==> config.mk <==
export PLATFORM = sky130hd
export DESIGN_NAME = mem_bist_seq
export DESIGN_NICKNAME = d
export VERILOG_FILES = /design/src/rtl/mem_bist_seq.sv
export SDC_FILE = /design/constraint.sdc
export NUM_CORES = 1
export LEC_CHECK = 0
export ABC_AREA = 1
export CORE_ASPECT_RATIO = 2
export CORE_MARGIN = 3
export CORE_UTILIZATION = 35
export DETAILED_ROUTE_END_ITERATION = 7
export GPL_TIMING_DRIVEN = 0
export HOLD_SLACK_MARGIN = 0.08
export PLACE_DENSITY_LB_ADDON = 0.25
export SLEW_MARGIN = 5
export SYNTH_ARGS = -nofsm -noshare
export SYNTH_HDL_FRONTEND = slang
export SYNTH_SLANG_ARGS = --single-unit
==> constraint.sdc <==
create_clock -name clk -period 1.9 [get_ports clk]
set_input_delay 0.38 -clock clk [delete_from_list [all_inputs] [get_ports clk]]
set_output_delay 0.38 -clock clk [all_outputs]
set_load 0.02 [all_outputs]
==> src/rtl/mem_bist_seq.sv <==
// mem_bist_seq: built-in self-test sequencer for the 64 x 32-bit Mem block.
//
// On a rising edge of start it fills every word with a selectable pattern. It then
// reads every word back and counts mismatches. The result is reported as a pass/fail
// verdict, error statistics and a word for LedDisplay.
//
// Ports
//   clk, rst_n        clock, asynchronous active-low reset
//   start             level request; its rising edge starts a run (ignored while busy)
//   pattern_sel       pattern select, latched on the accepted start edge
//   mem_w_en/addr/    registered write enable, address and write data towards Mem
//   mem_wdata
//   mem_rdata         read data from Mem, valid RD_LAT cycles after mem_addr
//   busy, done, pass  run status
//   err_count         number of mismatching words (saturates at 2^ADDR_W)
//   first_err_addr    address of the first mismatch of the run, 0 if none
//   disp_data         word for LedDisplay
module mem_bist_seq #(
    parameter int unsigned ADDR_W = 6,
    parameter int unsigned DATA_W = 32,
    parameter int unsigned RD_LAT = 1
) (
    input  logic              clk,
    input  logic              rst_n,
    input  logic              start,
    input  logic [1:0]        pattern_sel,
    output logic              mem_w_en,
    output logic [ADDR_W-1:0] mem_addr,
    output logic [DATA_W-1:0] mem_wdata,
    input  logic [DATA_W-1:0] mem_rdata,
    output logic              busy,
    output logic              done,
    output logic              pass,
    output logic [ADDR_W:0]   err_count,
    output logic [ADDR_W-1:0] first_err_addr,
    output logic [DATA_W-1:0] disp_data
);

    localparam logic [ADDR_W-1:0] LastAddr  = '1;
    localparam logic [ADDR_W:0]   ErrMax    = {1'b1, {ADDR_W{1'b0}}};
    localparam logic [1:0]        DrainLast = 2'(RD_LAT);

    typedef enum logic [2:0] {StIdle, StFill, StRead, StDrain, StDone} state_e;

    function automatic logic [DATA_W-1:0] pat(input logic [1:0] sel,
                                              input logic [ADDR_W-1:0] a);
        case (sel)
            2'b00:   pat = DATA_W'(32'h12345678);
            2'b01:   pat = DATA_W'(32'h87654321) ^ DATA_W'(a);
            2'b10:   pat = DATA_W'(1) << a[4:0];
            default: pat = ~DATA_W'(a);
        endcase
    endfunction

    state_e            state_q, state_d;
    logic              start_q;
    logic [1:0]        sel_q, sel_d;
    logic [ADDR_W-1:0] cnt_q, cnt_d;
    logic [1:0]        drain_q, drain_d;
    logic              mem_w_en_q, mem_w_en_d;
    logic [ADDR_W-1:0] mem_addr_q, mem_addr_d;
    logic [DATA_W-1:0] mem_wdata_q, mem_wdata_d;
    logic [ADDR_W:0]   err_q, err_d;
    logic [ADDR_W-1:0] first_q, first_d;
    logic [DATA_W-1:0] last_rdata_q, last_rdata_d;
    logic              start_edge;
    logic              accept;
    logic              push;

    // Compare pipe: entry i is i+1 cycles behind mem_addr; the last stage lines up with
    // mem_rdata.
    logic [RD_LAT-1:0] pipe_vld_q;
    logic [ADDR_W-1:0] pipe_addr_q [RD_LAT];
    logic [DATA_W-1:0] pipe_exp_q  [RD_LAT];
    logic              cmp_vld;
    logic              mismatch;

    assign start_edge = start & ~start_q;
    assign cmp_vld    = pipe_vld_q[RD_LAT-1];
    assign mismatch   = cmp_vld && (mem_rdata != pipe_exp_q[RD_LAT-1]);

    always_comb begin
        state_d     = state_q;
        sel_d       = sel_q;
        cnt_d       = cnt_q;
        drain_d     = drain_q;
        mem_w_en_d  = 1'b0;
        mem_addr_d  = mem_addr_q;
        mem_wdata_d = mem_wdata_q;
        accept      = 1'b0;
        push        = 1'b0;
        case (state_q)
            StIdle, StDone: begin
                if (start_edge) begin
                    accept  = 1'b1;
                    sel_d   = pattern_sel;
                    cnt_d   = '0;
                    state_d = StFill;
                end
            end
            StFill: begin
                mem_w_en_d  = 1'b1;
                mem_addr_d  = cnt_q;
                mem_wdata_d = pat(sel_q, cnt_q);
                cnt_d       = cnt_q + 1'b1;
                if (cnt_q == LastAddr) begin
                    state_d = StRead;
                end
            end
            StRead: begin
                mem_addr_d = cnt_q;
                push       = 1'b1;
                cnt_d      = cnt_q + 1'b1;
                if (cnt_q == LastAddr) begin
                    drain_d = '0;
                    state_d = StDrain;
                end
            end
            StDrain: begin
                // RD_LAT cycles to retire the last compare, one more to latch its result.
                if (drain_q == DrainLast) begin
                    state_d = StDone;
                end else begin
                    drain_d = drain_q + 2'd1;
                end
            end
            default: state_d = StIdle;
        endcase
    end

    always_comb begin
        err_d        = err_q;
        first_d      = first_q;
        last_rdata_d = last_rdata_q;
        if (accept) begin
            err_d        = '0;
            first_d      = '0;
            last_rdata_d = '0;
        end else begin
            if (cmp_vld) begin
                last_rdata_d = mem_rdata;
            end
            if (mismatch) begin
                if (err_q == '0) begin
                    first_d = pipe_addr_q[RD_LAT-1];
                end
                if (err_q != ErrMax) begin
                    err_d = err_q + 1'b1;
                end
            end
        end
    end

    always_ff @(posedge clk or negedge rst_n) begin
        if (!rst_n) begin
            state_q      <= StIdle;
            start_q      <= 1'b0;
            sel_q        <= '0;
            cnt_q        <= '0;
            drain_q      <= '0;
            mem_w_en_q   <= 1'b0;
            mem_addr_q   <= '0;
            mem_wdata_q  <= '0;
            err_q        <= '0;
            first_q      <= '0;
            last_rdata_q <= '0;
        end else begin
            state_q      <= state_d;
            start_q      <= start;
            sel_q        <= sel_d;
            cnt_q        <= cnt_d;
            drain_q      <= drain_d;
            mem_w_en_q   <= mem_w_en_d;
            mem_addr_q   <= mem_addr_d;
            mem_wdata_q  <= mem_wdata_d;
            err_q        <= err_d;
            first_q      <= first_d;
            last_rdata_q <= last_rdata_d;
        end
    end

    always_ff @(posedge clk or negedge rst_n) begin
        if (!rst_n) begin
            pipe_vld_q <= '0;
            for (int unsigned i = 0; i < RD_LAT; i++) begin
                pipe_addr_q[i] <= '0;
                pipe_exp_q[i]  <= '0;
            end
        end else if (state_q == StIdle) begin
            pipe_vld_q <= '0;
        end else begin
            pipe_vld_q[0]  <= push;
            pipe_addr_q[0] <= cnt_q;
            pipe_exp_q[0]  <= pat(sel_q, cnt_q);
            for (int unsigned i = 1; i < RD_LAT; i++) begin
                pipe_vld_q[i]  <= pipe_vld_q[i-1];
                pipe_addr_q[i] <= pipe_addr_q[i-1];
                pipe_exp_q[i]  <= pipe_exp_q[i-1];
            end
        end
    end

    always_comb begin
        disp_data = '0;
        case (state_q)
            StFill:          disp_data = mem_wdata_q;
            StRead, StDrain: disp_data = last_rdata_q;
            StDone:          disp_data = DATA_W'({9'b0, err_q, 10'b0, first_q});
            default:         disp_data = '0;
        endcase
    end

    assign mem_w_en       = mem_w_en_q;
    assign mem_addr       = mem_addr_q;
    assign mem_wdata      = mem_wdata_q;
    assign busy           = (state_q == StFill) || (state_q == StRead) || (state_q == StDrain);
    assign done           = (state_q == StDone);
    assign pass           = done && (err_q == '0);
    assign err_count      = err_q;
    assign first_err_addr = first_q;

endmodule

### After elaboration in Yosys (flattened, before gate mapping)

Index checks and enable logic that the tools add are counted.

* $add $sub $neg: 3
* equality and inequality tests: 15
* shift-type cells: 1
* mux-type cells: 25
* bitwise operators: 4
* reductions and logical operators: 22

Operators with widths (count)
* $pmux W32 S3: 2
* $mux W32: 2
* $ne A32 B32 Y1: 1
* $not A6 Y32: 1
* $shl A1 B5 Y32 const A: 1
* $mux W6: 4
* $mux W7: 3
* $not A2 Y13: 1
* $mux W3: 4
* $pmux W3 S4: 1
* $pmux W6 S2: 1
* $reduce_bool A2 Y1: 6
* $ne A2 B2 Y1 const B: 5
* $reduce_and A2 Y1: 4
* $add A7 B1 Y7 const B: 1
* $logic_not A7 Y1: 1
* $ne A7 B7 Y1 const B: 1
* $add A6 B1 Y6 const B: 1
* $eq A3 B2 Y1 const B: 2
* $eq A6 B6 Y1 const B: 1
* $reduce_or A2 Y1: 3
* $mux W1: 5
* $eq A2 B1 Y1 const B: 2
* $mux W2: 2
* 13 further kinds: 15

* flip-flop bits (word level): 137
* input port bits: 37
* output and inout bits: 87
* logic and storage cells: 84

### Longest topological paths before layout

Gate-level depths: netlist (run 1).

* depth after elaboration: 6
* depth in mapped cells: 11
* mapped depth without buffers: 11

### Least setup slack after synthesis (run 1)

OpenSTA, ideal clock, no wires.

* path kind: reg-to-output
* start: register state_q[1]
* end: output port disp_data[18]
* arrival time: 1503 ps
* required time: 1520 ps
* slack: 17 ps
* stages on the path, launching flop included: 7
* buffers on the path: 1
* path through: dfrtp_1 nor2_4 inv_1 nor2_1 buf_2 nand2_1 o211ai_1

* elaborated cells between the ends (all ways): 6
* those cells by class: eq/ne: 4; mux: 1; reduce/logical: 1

RTL lines
* start, declared: RTL line 55 `state_e state_q, state_d;`
* start signal, assigned: RTL line 156 `state_q <= StIdle;`
* start signal, assigned: RTL line 168 `state_q <= state_d;`
* $eq A3 B3 Y1
* net done: RTL line 32 `output logic done,`
* $pmux W32 S3: RTL line 205 `case (state_q)`
* end, declared: RTL line 36 `output logic [DATA_W-1:0] disp_data`

The timed path passes the listed nets, and every way through them passes these cells.

### Final worst setup path (run 1)

* start: register state_q[1]
* end: output port disp_data[18]

* word-level cells in the longest chain between the ends: 3
* elaborated cells between the ends (all ways): 6
* those cells by class: eq/ne: 4; mux: 1; reduce/logical: 1

RTL lines (RTL line)
* $eq A3 B2 Y1: 205
* $reduce_or A2 Y1: 205
* $pmux W32 S3 *: 205

Every way passes the cells marked *; elsewhere a longest branch is shown, timed or not.

==> impl_metrics.json, run 1 <==
{
  "min_to": "last_rdata_q[24]",
  "core_area_um2": 20000,
  "wirelength_um": 27400,
  "fin_util_pct": 52.3,
  "cts-htree-levels": 4,
  "synth_flop_cell": "dfrtp_1",
  "num_vias": 6952,
  "rsz0062_at_grt": "true",
  "worstMarginPinSlew_ps": 737,
  "synth_edf_count": 0,
  "reg2reg_setup_slack_ps": 80,
  "fmax_mhz": 456,
  "critPathMaxFanout": 8,
  "drc": 0,
  "p_int_mw": 10.6,
  "antenna_found_initial": 0,
  "regToRegStartpoint": "state_q[0]",
  "grt_use_met2_pct": 46.9,
  "crit_path_start": "state_q[1]",
  "fillers": 1838,
  "swShare_pct": 45.5,
  "slew_violations": 0,
  "place.gp.congestion": 0.911,
  "violations": "setup timing",
  "synth_top_area_share_pct": 47.9,
  "cts_buffers": 17,
  "cts_sinks": 137,
  "pwr-share-comb_pct": 57.1,
  "clk_pin_slew_ps": 60,
  "drtIter0Drc": 431,
  "crit_type": "reg -> out",
  "yosysUniqueCellTypes": 36,
  "grtUsageMet3_pct": 3.10,
  "insertion_delay_ps": 430,
  "ys_ff_latch": 137,
  "area_growth_pct": 46.2,
  "clock_power_share_pct": 17.7,
  "grt_pass1_vias": 7070,
  "via_per_inst": 5.09,
  "post-route-period-util_pct": 115,
  "async_flop_share_pct": 100,
  "p_sw_mw": 8.81,
  "syn_area_um2": 7160,
  "synth_largest_area_cell": "dfrtp_1",
  "first_pass_iters": 8,
  "start_util_pct": 35.8,
  "top_usage_layer": "met2",
  "stdcell_count": 1367,
  "rr_endpoint": "cnt_q[4]",
  "yosysSeqAreaShare_pct": 47.9,
  "die_y_um": 208,
  "end_kind": "primary output",
  "root_buffer": "clkbuf_16",
  "grt_max_degree": 72,
  "synth_common_cells": "nand2_1, inv_1, dfrtp_1",
  "crit_required_ps": 1520,
  "hp-start": "mem_rdata[24]",
  "yosysMostFrequentCell": "nand2_1",
  "worstHoldPathType": "in -> reg",
  "leakage_nw": 5.06,
  "setup_viol": 34,
  "power-per-cell-area_nw_per_um2": 1850,
  "place_hpwl_um": 19700,
  "fin_worst_skew_ps": 9.04,
  "wire_per_inst_um": 20.1,
  "synthTopCellsByArea": "dfrtp_1, nand2_1, inv_1",
  "whs_path_depth": 3,
  "rows": 73,
  "layout-drive-gt1-share_pct": 22.6,
  "track_usage_pct": 25.1,
  "ioPinCount": 124,
  "final_hold_viol_count": 0,
  "syn_avg_cell_area_um2": 7.88,
  "regArea_um2": 3440,
  "vdd_drop_max_uv": 635,
  "grt_pass1_wl_um": 41500,
  "cts_buffer_depth": 2,
  "startpoint_type": "register",
  "gr-usage-met1_pct": 25.4,
  "design.die.area_um2": 22300,
  "overflow": 0,
  "synthCells": 909,
  "syn_nets": 955,
  "postLayoutSetupSlackWorst_ps": -292,
  "ant_nets": 0,
  "die_x_um": 107,
  "multi_input_area_um2": 3450,
  "status": "finished, violations left",
  "cap_violations": 0,
  "relSlewSlack_pct": 50.9,
  "nNetsFinal": 1138,
  "worstPathArrival_ps": 1810,
  "rr_worst_depth": 9,
  "power_frac_seq_pct": 25.2,
  "fin_crit_ps": 2190,
  "dp_cells": 1295,
  "diodes": 0,
  "cts_tree": "done",
  "port-buffer-count": 123,
  "yosys_warnings": 0
}
-- power by group through the flow --
| stage | clock network, mW | logic, mW | registers, mW |
|---|---|---|---|
| finish | 3.43 | 11.1 | 4.88 |
| global route | 3.56 | 11.9 | 5.00 |
| global placement | 0 | 8.77 | 4.85 |
| CTS | 3.45 | 10.7 | 4.84 |
| detailed placement | 0 | 8.85 | 4.87 |
| floorplan | 0 | 4.80 | 5.18 |
-- flip-flops by register name, summed over array words and instances, names as in the netlist --
| register | cells |
|---|---|
| last_rdata_q | 32 |
| mem_wdata | 32 |
| pipe_exp_q | 32 |
| err_count | 7 |
| cnt_q | 6 |
| first_err_addr | 6 |
| mem_addr | 6 |
| pipe_addr_q | 6 |
| state_q | 3 |
| drain_q | 2 |
| sel_q | 2 |
| cmp_vld | 1 |
| mem_w_en | 1 |
| start_q | 1 |
-- cell type report --
cell class	instances	area share, %
flip-flops and latches	137	32.8
clock inverters	12	1.43
clock buffers	20	4.27
multi-input cells	576	32.9
inverters	154	5.74
repair buffers	165	15.9
plain buffers	41	3.75
well taps	262	3.13
-- critical path, stage by stage (launching register included) --
cell and delay, ps:
dfrtp_2 440, nor2_4 130, inv_4 50, nor2_4 170, buf_8 170, nand2_4 70
o211ai_1 150, buf_4 200
-- layout by cell type, fill, tap and decap left out, types with 5 or more instances in the layout --
master,instances
o21ai_1,10
inv_1,140
xnor2_1,19
nand3_1,19
buf_4,40
nand4_1,14
ha_1,8
inv_2,8
dfrtp_1,130
a31oi_1,37
clkbuf_16,19
dfrtp_2,7
clkdlybuf4s50_1,73
dlygate4sd2_1,9
buf_6,32
o221ai_2,5
nor3_1,8
nand2_1,230
nor2_4,7
clkinv_2,5
dlymetal6s2s_1,5
buf_8,5
buf_12,12
o211ai_1,5
nor2_2,30
o21ai_0,74
o22ai_4,15
buf_2,10
nor2_1,42
nand2_2,5
clkbuf_1,11
nand2_4,9
-- what timing repair did --
item,4_1_cts,5_1_grt
endpoints found under the setup margin,67,80
resized for setup,364,44
cloned,1,0
hold endpoints to repair,66,0
setup buffers,29,11
hold buffers,1,0
pin swaps,10,8
-- metrics by stage --
stage                     hold WS, ps  setup WS (ps)  instance area (um2)  power, mW  TNS (ps)
final                             414           -292                10500       19.4     -7000
after global routing              425           -326                10500       20.5     -8740
after CTS                         431           -313                10300       19.0     -6840
after detailed placement          435           -995                 8750       13.7    -41500
after global placement            469          -5280                 8720       13.6   -760640
after floorplan                  84.4           16.6                 7160       9.98         0
-- how the worst max path moves through the flow --
stage               slack, ps  depth (start not counted)            end
detailed placement      -1000                          7  disp_data[18]
global placement        -5280                          1  mem_wdata[10]
global route             -330                          8   disp_data[5]
floorplan                  20                          6  disp_data[18]
finish                   -290                          7  disp_data[18]
CTS                      -310                          7           pass
-- metal layers --
metal,routed length [um],up-vias
li1,-,3258
met1,9490,3430
met2,15500,190
met3,899,74
met4,1580,0
met5,0,-
-- kinds of logic (layout without fill, tap and decap cells) --
kind of cell,after synthesis,after routing,synth area share [%]
compound gates,167,167,13.5
fa+ha+maj,9,9,1.57
flops,137,137,47.9
xor+xnor,25,25,3.06
buf+inv,196,392,11.3
simple gates,375,375,22.7
Note: power is estimated with default switching activity, not from simulation.
==> inputs of run 2 (changes only) <==
--- a/config.mk
+++ b/config.mk
@@ -14,5 +14,5 @@
 export HOLD_SLACK_MARGIN = 0.08
 export PLACE_DENSITY_LB_ADDON = 0.25
-export SLEW_MARGIN = 5
+export SLEW_MARGIN = 10
 export SYNTH_ARGS = -nofsm -noshare
 export SYNTH_HDL_FRONTEND = slang
==> constraint.sdc (replaced) <==
create_clock -name clk -period 1.9 [get_ports clk]
set_input_delay 0.19 -clock clk [delete_from_list [all_inputs] [get_ports clk]]
set_output_delay 0.19 -clock clk [all_outputs]
set_load 0.02 [all_outputs]
==> run 2 against run 1 <==
The flow still finishes with violations (setup timing). Count of clock-buffer cells in the layout did not move. Non-clock buffer count fell by 16. First-iteration DRC count fell by 12%. Clock skew fell by 1.5 ps. Clock power barely moved. Cell area fell by 5.0%. Cell count fell by 1.1%. Routed wire length fell by 2.7%. Sequential cell count did not move. Register-to-register slack got worse by 70 ps. Combinational power fell by 11%. Critical path type unchanged. Critical endpoint unchanged. Largest power group unchanged.
==> impl_metrics.json, run 2 (synthesis results as in run 1) <==
{
  "worstPathArrival_ps": 1860,
  "overflow": 0,
  "ioPinCount": 124,
  "rsz0062_at_grt": "true",
  "root_buffer": "clkbuf_16",
  "cts-htree-levels": 4,
  "postLayoutSetupSlackWorst_ps": -150,
  "multi_input_area_um2": 3190,
  "path_cells": "nor2_4 -> inv_4 -> nor2_4 -> buf_8 -> nand2_4 -> o211ai_1 -> buf_4",
  "worstHoldPathType": "in -> reg",
  "die_x_um": 107,
  "fmax_mhz": 488,
  "fillers": 1924,
  "antenna_found_initial": 0,
  "port-buffer-count": 123,
  "worstMarginPinSlew_ps": 752,
  "insertion_delay_ps": 430,
  "nNetsFinal": 1122,
  "leakage_nw": 4.78,
  "status": "finished, violations left",
  "vdd_drop_max_uv": 625,
  "via_per_inst": 5.03,
  "slew_violations": 0,
  "fin_area_um2": 9950,
  "area_growth_pct": 38.9,
  "grt_max_degree": 72,
  "first_pass_iters": 7,
  "clk_pin_slew_ps": 60,
  "power_mw": 18.2,
  "num_vias": 6807,
  "rows": 73,
  "end_kind": "primary output",
  "fin_worst_skew_ps": 7.49,
  "final_hold_viol_count": 0,
  "grt_pass1_vias": 6921,
  "power-per-cell-area_nw_per_um2": 1830,
  "grt_pass1_wl_um": 40300,
  "violations": "setup timing",
  "fin_crit_ps": 2050,
  "startpoint_type": "register",
  "drtIter0Drc": 378,
  "post-route-period-util_pct": 108,
  "placedInstanceArea_um2": 8750,
  "final_cell_mix": "nand2_1, inv_1, dfrtp_1, clkdlybuf4s50_1, o21ai_0",
  "cts_buffers": 17,
  "place.gp.congestion": 0.911,
  "start_util_pct": 35.8,
  "design.die.area_um2": 22300,
  "place_hpwl_um": 19700,
  "layout_commonest_cell": "nand2_1",
  "cts_buffer_depth": 2,
  "drc": 0,
  "wire_per_inst_um": 19.8,
  "critPathMaxFanout": 8,
  "cp_common_cell": "nor2_4",
  "reg2reg_setup_slack_ps": 10,
  "die_y_um": 208,
  "crit_required_ps": 1710,
  "slowest_delay_ps": 420,
  "setup_viol": 15,
  "worst_path_max_delay_cell": "dfrtp_1",
  "crit_type": "reg -> out",
  "fin_util_pct": 49.7,
  "track_usage_pct": 24.3,
  "core_area_um2": 20000,
  "layout-drive-gt1-share_pct": 19.7,
  "cts_sinks": 137,
  "cts_tree": "done",
  "wirelength_um": 26700,
  "regArea_um2": 3440,
  "crit_family": "buffers and inverters",
  "path_buf_inv": 3,
  "relSlewSlack_pct": 49.9,
  "cap_violations": 0,
  "ant_nets": 0
}
run 2: routing by layer:
metal / track usage (%) / share of wire (%) / wire length, um
met5: 0 / 0 / 0
met4: 14.3 / 5.8 / 1560
met3: 3.45 / 3.8 / 1010
met2: 45.4 / 56 / 14900
met1: 24.8 / 35 / 9270
run 2: cell type report:
type,instances,share of cell area [%]
Antenna cell,1,0.0252
Buffer,42,3.84
Clock buffer,20,4.49
Clock inverter,12,1.51
Inverter,154,5.99
Multi-Input combinational cell,576,32.1
Sequential cell,137,34.5
Tap cell,262,3.30
Timing Repair Buffer,148,14.2
run 2: timing repair:
item	CTS	global route
resized for setup	267	49
hold endpoints to repair	66	0
hold buffers	1	0
cloned	0	1
pin swaps	9	4
setup buffers	15	7
setup endpoints to repair	59	74
run 2: worst paths after layout:
check | startpoint | end | cells after the start
max in group asynchronous | rst_n | err_count[0] | 3
min in group asynchronous | rst_n | mem_wdata[21] | 2
min | start | start_q | 1
max | state_q[0] | disp_data[18] | 7
max reg2reg | pipe_exp_q[4] | first_err_addr[5] | 9
min reg2reg | pipe_addr_q[4] | pipe_addr_q[4] | 2
run 2: metrics by stage:
step	setup slack, ps	hold WS (ps)	setup TNS [ps]	std cells
final	-150	239	-894	1352
after global routing	-165	255	-2140	1351
after CTS	-158	241	-945	1343
after detailed placement	-805	185	-26430	1295
after global placement	-5090	469	-719810	1294
after floorplan	207	-106	0	909
run 2: power breakdown:
| group | internal [mW] | switching (mW) |
|---|---|---|
| combinational | 3.74 | 6.17 |
| sequential | 4.08 | 0.770 |
| clock | 2.09 | 1.32 |
